`src/rtl/snake_pkg.sv`:
```
// Shared board constants, direction codes and scanner state type for the snake game.
package snake_pkg;

    localparam int unsigned WIDTH   = 32;
    localparam int unsigned HEIGHT  = 24;
    localparam int unsigned CELLS   = WIDTH * HEIGHT;
    localparam int unsigned NUM_LEN = 10;
    localparam int unsigned MAX_LEN = 31;

    typedef enum logic [1:0] {
        DIR_LEFT  = 2'b00,
        DIR_RIGHT = 2'b01,
        DIR_UP    = 2'b10,
        DIR_DOWN  = 2'b11
    } dir_t;

    typedef enum logic [1:0] {
        ST_IDLE  = 2'd0,
        ST_CLEAR = 2'd1,
        ST_SCAN  = 2'd2,
        ST_DONE  = 2'd3
    } scan_state_t;

endpackage

```
`src/rtl/snake_bitmap.sv`:
```
// Occupancy bitmap: synchronous clear-all, one set port, one registered read port.
module snake_bitmap #(
    parameter int unsigned cells = 768,
    parameter int unsigned idx_w = 10
) (
    input  logic             clk,
    input  logic             rst_n,
    input  logic             clear,
    input  logic             set_en,
    input  logic [idx_w-1:0] set_idx,
    input  logic [idx_w-1:0] rd_idx,
    output logic             rd_data
);

    logic [cells-1:0] bits_q, bits_d;
    logic             rd_data_q, rd_data_d;
    logic             set_in_range, rd_in_range;

    assign set_in_range = 32'(set_idx) < cells;
    assign rd_in_range  = 32'(rd_idx) < cells;

    always_comb begin
        bits_d = bits_q;
        if (clear) begin
            bits_d = '0;
        end else if (set_en && set_in_range) begin
            bits_d[set_idx] = 1'b1;
        end
    end

    // Reads see the bitmap as it stood before this edge's update.
    always_comb begin
        rd_data_d = 1'b0;
        if (rd_in_range) begin
            rd_data_d = bits_q[rd_idx];
        end
    end

    always_ff @(posedge clk or negedge rst_n) begin
        if (!rst_n) begin
            bits_q    <= '0;
            rd_data_q <= 1'b0;
        end else begin
            bits_q    <= bits_d;
            rd_data_q <= rd_data_d;
        end
    end

    assign rd_data = rd_data_q;

endmodule

```
`src/rtl/snake_body_scanner.sv`:
```
// Snapshots the packed snake position vector and walks it serially into an occupancy
// bitmap, flagging head-to-body and head-on-food collisions.
module snake_body_scanner
    import snake_pkg::*;
#(
    parameter int unsigned max_len         = MAX_LEN,
    parameter int unsigned num_len         = NUM_LEN,
    parameter int unsigned width           = WIDTH,
    parameter int unsigned height          = HEIGHT,
    parameter int unsigned max_len_bit_len = 5
) (
    input  logic                         clk,
    input  logic                         rst,
    input  logic                         start,
    input  logic [max_len_bit_len-1:0]   len,
    input  logic [max_len*num_len-1:0]   pos_num,
    input  logic [num_len-1:0]           food_pos,
    input  logic [num_len-1:0]           query_pos,
    output logic                         query_hit,
    output logic                         busy,
    output logic                         done,
    output logic                         map_valid,
    output logic                         self_hit,
    output logic                         food_hit
);

    localparam int unsigned CELLS_P = width * height;
    localparam int unsigned LW      = max_len_bit_len;
    localparam int unsigned PW      = max_len * num_len;

    scan_state_t          state_q, state_d;
    logic [LW-1:0]        idx_q, idx_d;
    logic [LW-1:0]        len_snap_q, len_snap_d;
    logic [PW-1:0]        pos_snap_q, pos_snap_d;
    logic [num_len-1:0]   food_snap_q, food_snap_d;
    logic                 self_hit_q, self_hit_d;
    logic                 food_hit_q, food_hit_d;
    logic                 map_valid_q, map_valid_d;

    logic [LW-1:0]        len_clamped;
    logic [num_len-1:0]   head_cell;
    logic [num_len-1:0]   cur_cell;
    logic                 cur_in_board;
    logic                 bm_clear;
    logic                 bm_set;

    always_comb begin
        len_clamped = len;
        if (32'(len) > max_len) begin
            len_clamped = LW'(max_len);
        end
    end

    assign head_cell    = pos_snap_q[num_len-1:0];
    assign cur_cell     = pos_snap_q[idx_q*num_len +: num_len];
    assign cur_in_board = 32'(cur_cell) < CELLS_P;

    always_comb begin
        state_d     = state_q;
        idx_d       = idx_q;
        len_snap_d  = len_snap_q;
        pos_snap_d  = pos_snap_q;
        food_snap_d = food_snap_q;
        self_hit_d  = self_hit_q;
        food_hit_d  = food_hit_q;
        map_valid_d = map_valid_q;
        bm_clear    = 1'b0;
        bm_set      = 1'b0;

        case (state_q)
            ST_IDLE: begin
                if (start) begin
                    pos_snap_d  = pos_num;
                    food_snap_d = food_pos;
                    len_snap_d  = len_clamped;
                    self_hit_d  = 1'b0;
                    food_hit_d  = 1'b0;
                    map_valid_d = 1'b0;
                    state_d     = ST_CLEAR;
                end
            end
            ST_CLEAR: begin
                bm_clear = 1'b1;
                idx_d    = '0;
                state_d  = ST_SCAN;
            end
            ST_SCAN: begin
                if (idx_q < len_snap_q) begin
                    // Off-board cells still use their cycle; the bitmap drops the write.
                    bm_set = 1'b1;
                    if ((idx_q != '0) && cur_in_board && (cur_cell == head_cell)) begin
                        self_hit_d = 1'b1;
                    end
                    if ((idx_q == '0) && (cur_cell == food_snap_q)) begin
                        food_hit_d = 1'b1;
                    end
                    idx_d = idx_q + LW'(1);
                end else begin
                    state_d = ST_DONE;
                end
            end
            ST_DONE: begin
                map_valid_d = 1'b1;
                state_d     = ST_IDLE;
            end
            default: begin
                state_d = ST_IDLE;
            end
        endcase
    end

    always_ff @(posedge clk or negedge rst) begin
        if (!rst) begin
            state_q     <= ST_IDLE;
            idx_q       <= '0;
            len_snap_q  <= '0;
            pos_snap_q  <= '0;
            food_snap_q <= '0;
            self_hit_q  <= 1'b0;
            food_hit_q  <= 1'b0;
            map_valid_q <= 1'b0;
        end else begin
            state_q     <= state_d;
            idx_q       <= idx_d;
            len_snap_q  <= len_snap_d;
            pos_snap_q  <= pos_snap_d;
            food_snap_q <= food_snap_d;
            self_hit_q  <= self_hit_d;
            food_hit_q  <= food_hit_d;
            map_valid_q <= map_valid_d;
        end
    end

    snake_bitmap #(
        .cells (CELLS_P),
        .idx_w (num_len)
    ) u_bitmap (
        .clk     (clk),
        .rst_n   (rst),
        .clear   (bm_clear),
        .set_en  (bm_set),
        .set_idx (cur_cell),
        .rd_idx  (query_pos),
        .rd_data (query_hit)
    );

    assign busy      = (state_q != ST_IDLE);
    assign done      = (state_q == ST_DONE);
    assign map_valid = map_valid_q;
    assign self_hit  = self_hit_q;
    assign food_hit  = food_hit_q;

endmodule

```
`config.mk`:
```
export PLATFORM = sky130hd
export DESIGN_NAME = snake_body_scanner
export DESIGN_NICKNAME = d
export VERILOG_FILES = /design/src/rtl/snake_pkg.sv /design/src/rtl/snake_bitmap.sv /design/src/rtl/snake_body_scanner.sv
export SDC_FILE = /design/constraint.sdc
export NUM_CORES = 2
export LEC_CHECK = 0
export ABC_CLOCK_PERIOD_IN_PS = 6800
export BUFFER_PORTS_ARGS = -buffer_cell sky130_fd_sc_hd__buf_2
export CAP_MARGIN = 20
export CORE_ASPECT_RATIO = 0.5
export CORE_MARGIN = 4
export CORE_UTILIZATION = 50
export DETAILED_ROUTE_END_ITERATION = 10
export PLACE_DENSITY = 0.8
export SYNTH_ARGS = -nofsm -noshare
export SYNTH_HDL_FRONTEND = slang
export SYNTH_SLANG_ARGS = --single-unit
```
`constraint.sdc`:
```
create_clock -name clk -period 6.8 [get_ports clk]
set_clock_uncertainty 0.05 [all_clocks]
set_input_delay 0.34 -clock clk [delete_from_list [all_inputs] [get_ports clk]]
set_output_delay 0.34 -clock clk [all_outputs]
set_load 0.1 [all_outputs]
```
==> run summary <==
Mean post-synth cell area -> 12.03 um2
Final Non-Filler Cells -> 6252
Chip width -> 462.6 um
Cell taking the most area after synthesis -> dfrtp_1
First-iteration detailed-routing DRC count -> 6138
Wire per inst -> 28.07 um
Most frequent cell after synthesis -> dfrtp_1
RSZ-0062 raised after global routing -> no
Via density -> 6.590
Clk root buf -> clkbuf_16
Port Buffer Count -> 343
Max-cap viol count -> 0
Hold crit path type -> in2async
DRT Wirelength -> 175.5 mm
Worst setup SP type -> flop
All-layer global routing usage -> 31.19%
Worst slew pin tran -> 1.418 ns
Top cells by count, synth -> dfrtp_1 (1104), inv_1 (785), o22ai_1 (587)
Crit path top cell by count -> buf_4
Post-synth EDFFs -> 0
Worst path bufs/invs -> 2
Fin. Hold Viols -> 0
DRC -> 0
Crit Path Class -> reg2reg
Peak supply drop -> 0.3987 mV
Slowest stage delay, CP -> 1.05 ns
Initial Util -> 50.36%
Layout cells sized above 1 -> 25.68%
Top Ports -> 344
Clock-pin slew on the worst setup and hold paths -> 0.08 ns
Sum of negative setup slack -> 0 ns
Largest cells by area after synthesis -> dfrtp_1 (53%), mux4_2 (9.3%), mux2_2 (7.5%)
Placed Cells -> 5713
FF+latch count, synth -> 1104
Period utilization -> 82.37%
Clock Tree Buf Depth -> 3
Initial antenna violation count -> 21
Ys flop type -> dfrtp_1
H-tree depth -> 3
P&R area growth vs syn -> 18.47%
Worst Path Arrival -> 6.12 ns
Area of the core -> 102600 um2
Die H -> 235.3 um
Yosys cell types -> 82
Synth Warn # -> 0
Yosys top cell area share -> 53.47%
Min Clock Period, post-route -> 5.601 ns
Nets@finish -> 5136
Total CTS buffers -> 100
Largest net degree at the start of global routing -> 254
Fin util -> 59.66%
Clk sink count -> 1104
CP top delay family -> compound AO/OA/AOI/OAI gates
Endpoints failing setup -> 0
Die ar. -> 108900 um2
Ys async rst share -> 100.0%
Later-pin clock latency in the skew report -> 0.70 ns
Leakage power -> 25.34 nW
Worst-path cell chain -> buf_4 > mux4_2 > mux2i_1 > nor4_1 > a311oi_1 > o21a_1 > buf_4 > nand4_1 > o22ai_1
Max-slew violation count -> 0
Routability cong. -> 0.9256
Overflow after GRT -> 0
Netlist Area Pre-Place -> 51670 um2
Cell area after placement -> 54320 um2
Global-route wire length before repair -> 261.9 mm
Worst Path Required -> 7.32 ns
Final instance area -> 61210 um2
Vias in the first global route -> 42400
Achievable Freq -> 178.5 MHz
DP HPWL -> 99.63 mm
Cell Rows -> 83
Crit path max fanout -> 53
Vias -> 41200
Syn Inst Count -> 4296
Status -> complete, no violations
PwrDens -> 383.7 nW/um2
Detailed-router iteration count before antenna repair -> 8
CP max stage cell -> dfrtp_4
Worst slew margin -> 5.480%
Routed Antenna Nets -> 0
Post-synthesis sequential area ratio -> 53.47%
Post-synth net total -> 4644
CTS tree -> built
Worst Setup End Kind -> flop
placed cells by master, fill, tap and decap left out, types with 12 or more instances in the layout:
cell type	n
diode_2	21
mux2i_1	121
mux4_2	214
nor3_1	19
clkbuf_1	21
a22oi_1	55
clkbuf_8	20
nand2_1	58
nor2_1	39
o21ai_0	19
buf_2	340
dfrtp_1	1101
buf_4	95
nand2b_1	12
mux2_2	344
nand3_1	52
o221ai_1	16
a221oi_1	12
a21oi_1	34
o32ai_1	154
dlygate4sd3_1	327
o32ai_2	44
o22ai_1	587
and2_1	13
inv_1	785
clkbuf_16	104
nand4_1	39
clkinv_2	22
nor2b_1	17
state kept, by name, indices dropped and copies added (netlist names), 2 cells and up:
name and cells:
u_bitmap.bits_q 768, pos_snap_q 310, food_snap_q 10, idx_q 5
len_snap_q 5, state_q 2
power breakdown:
group          leakage, nW  internal (mW)  switching [mW]  total, mW
combinational         8.95           2.93            5.73       8.66
sequential            14.7           7.70            1.06       8.77
clock                 1.70           3.41            2.65       6.07
total                 25.3           14.0            9.44       23.5
final cells by class:
type	count	area, um2
Antenna cell	21	52.55
Clock buffer	143	2918
Clock inverter	42	529.3
Fill cell	7244	41390
Inverter	788	2958
Multi-Input combinational cell	2012	19350
Sequential cell	1104	27630
Tap cell	1360	1702
Timing Repair Buffer	782	6072
stage by stage:
stage | total power [mW] | worst slack [ns] | hold slack [ns]
6_report | 23.49 | 1.199 | 0.3064
3_3_place_gp | 16.23 | 1.681 | 0.4217
3_5_place_dp | 16.51 | 1.477 | 0.4373
5_1_grt | 24.00 | 0.9659 | 0.2882
2_1_floorplan | 13.81 | 3.584 | -0.005591
4_1_cts | 22.63 | 1.417 | 0.2747
routing by layer:
metal	wire, um	GRT usage, %	vias to the layer above
met5	253	0.9524	-
met4	13810	20.42	14
met3	21350	9.986	951
met2	80310	48.71	3215
met1	59750	37.38	20470
li1	-	-	16550
worst paths after layout:
kind	depth (start not counted)	start	end	slack, ns
min in group clk	5	query_pos[9]	u_bitmap.rd_data	0.31
max in group asynchronous	3	rst	u_bitmap.bits_q[316]	4.69
min reg2reg	1	pos_snap_q[52]	pos_snap_q[52]	0.45
max reg2reg	9	idx_q[1]	u_bitmap.bits_q[66]	1.20
max	9	idx_q[1]	u_bitmap.bits_q[66]	1.20
min	2	rst	u_bitmap.bits_q[160]	0.31
timing repair:
| item | in CTS | in global routing |
|---|---|---|
| endpoints found under the hold margin | 433 | 0 |
| hold buffers | 327 | 0 |
| setup buffers | 0 | 0 |
| gates resized for setup | 0 | 0 |
cells by family after synthesis:
logic type,Yosys count,synth area share [%]
AOI/OAI and AO/OA,1011,14.45
xor gates and xnor gates,15,0.2543
adders and majority gates,10,0.2421
buffers and inverters,1180,9.173
DFF,1104,53.47
muxes,683,19.31
and+or+nand+nor,293,3.104
Power figures use the tool's default switching activity.
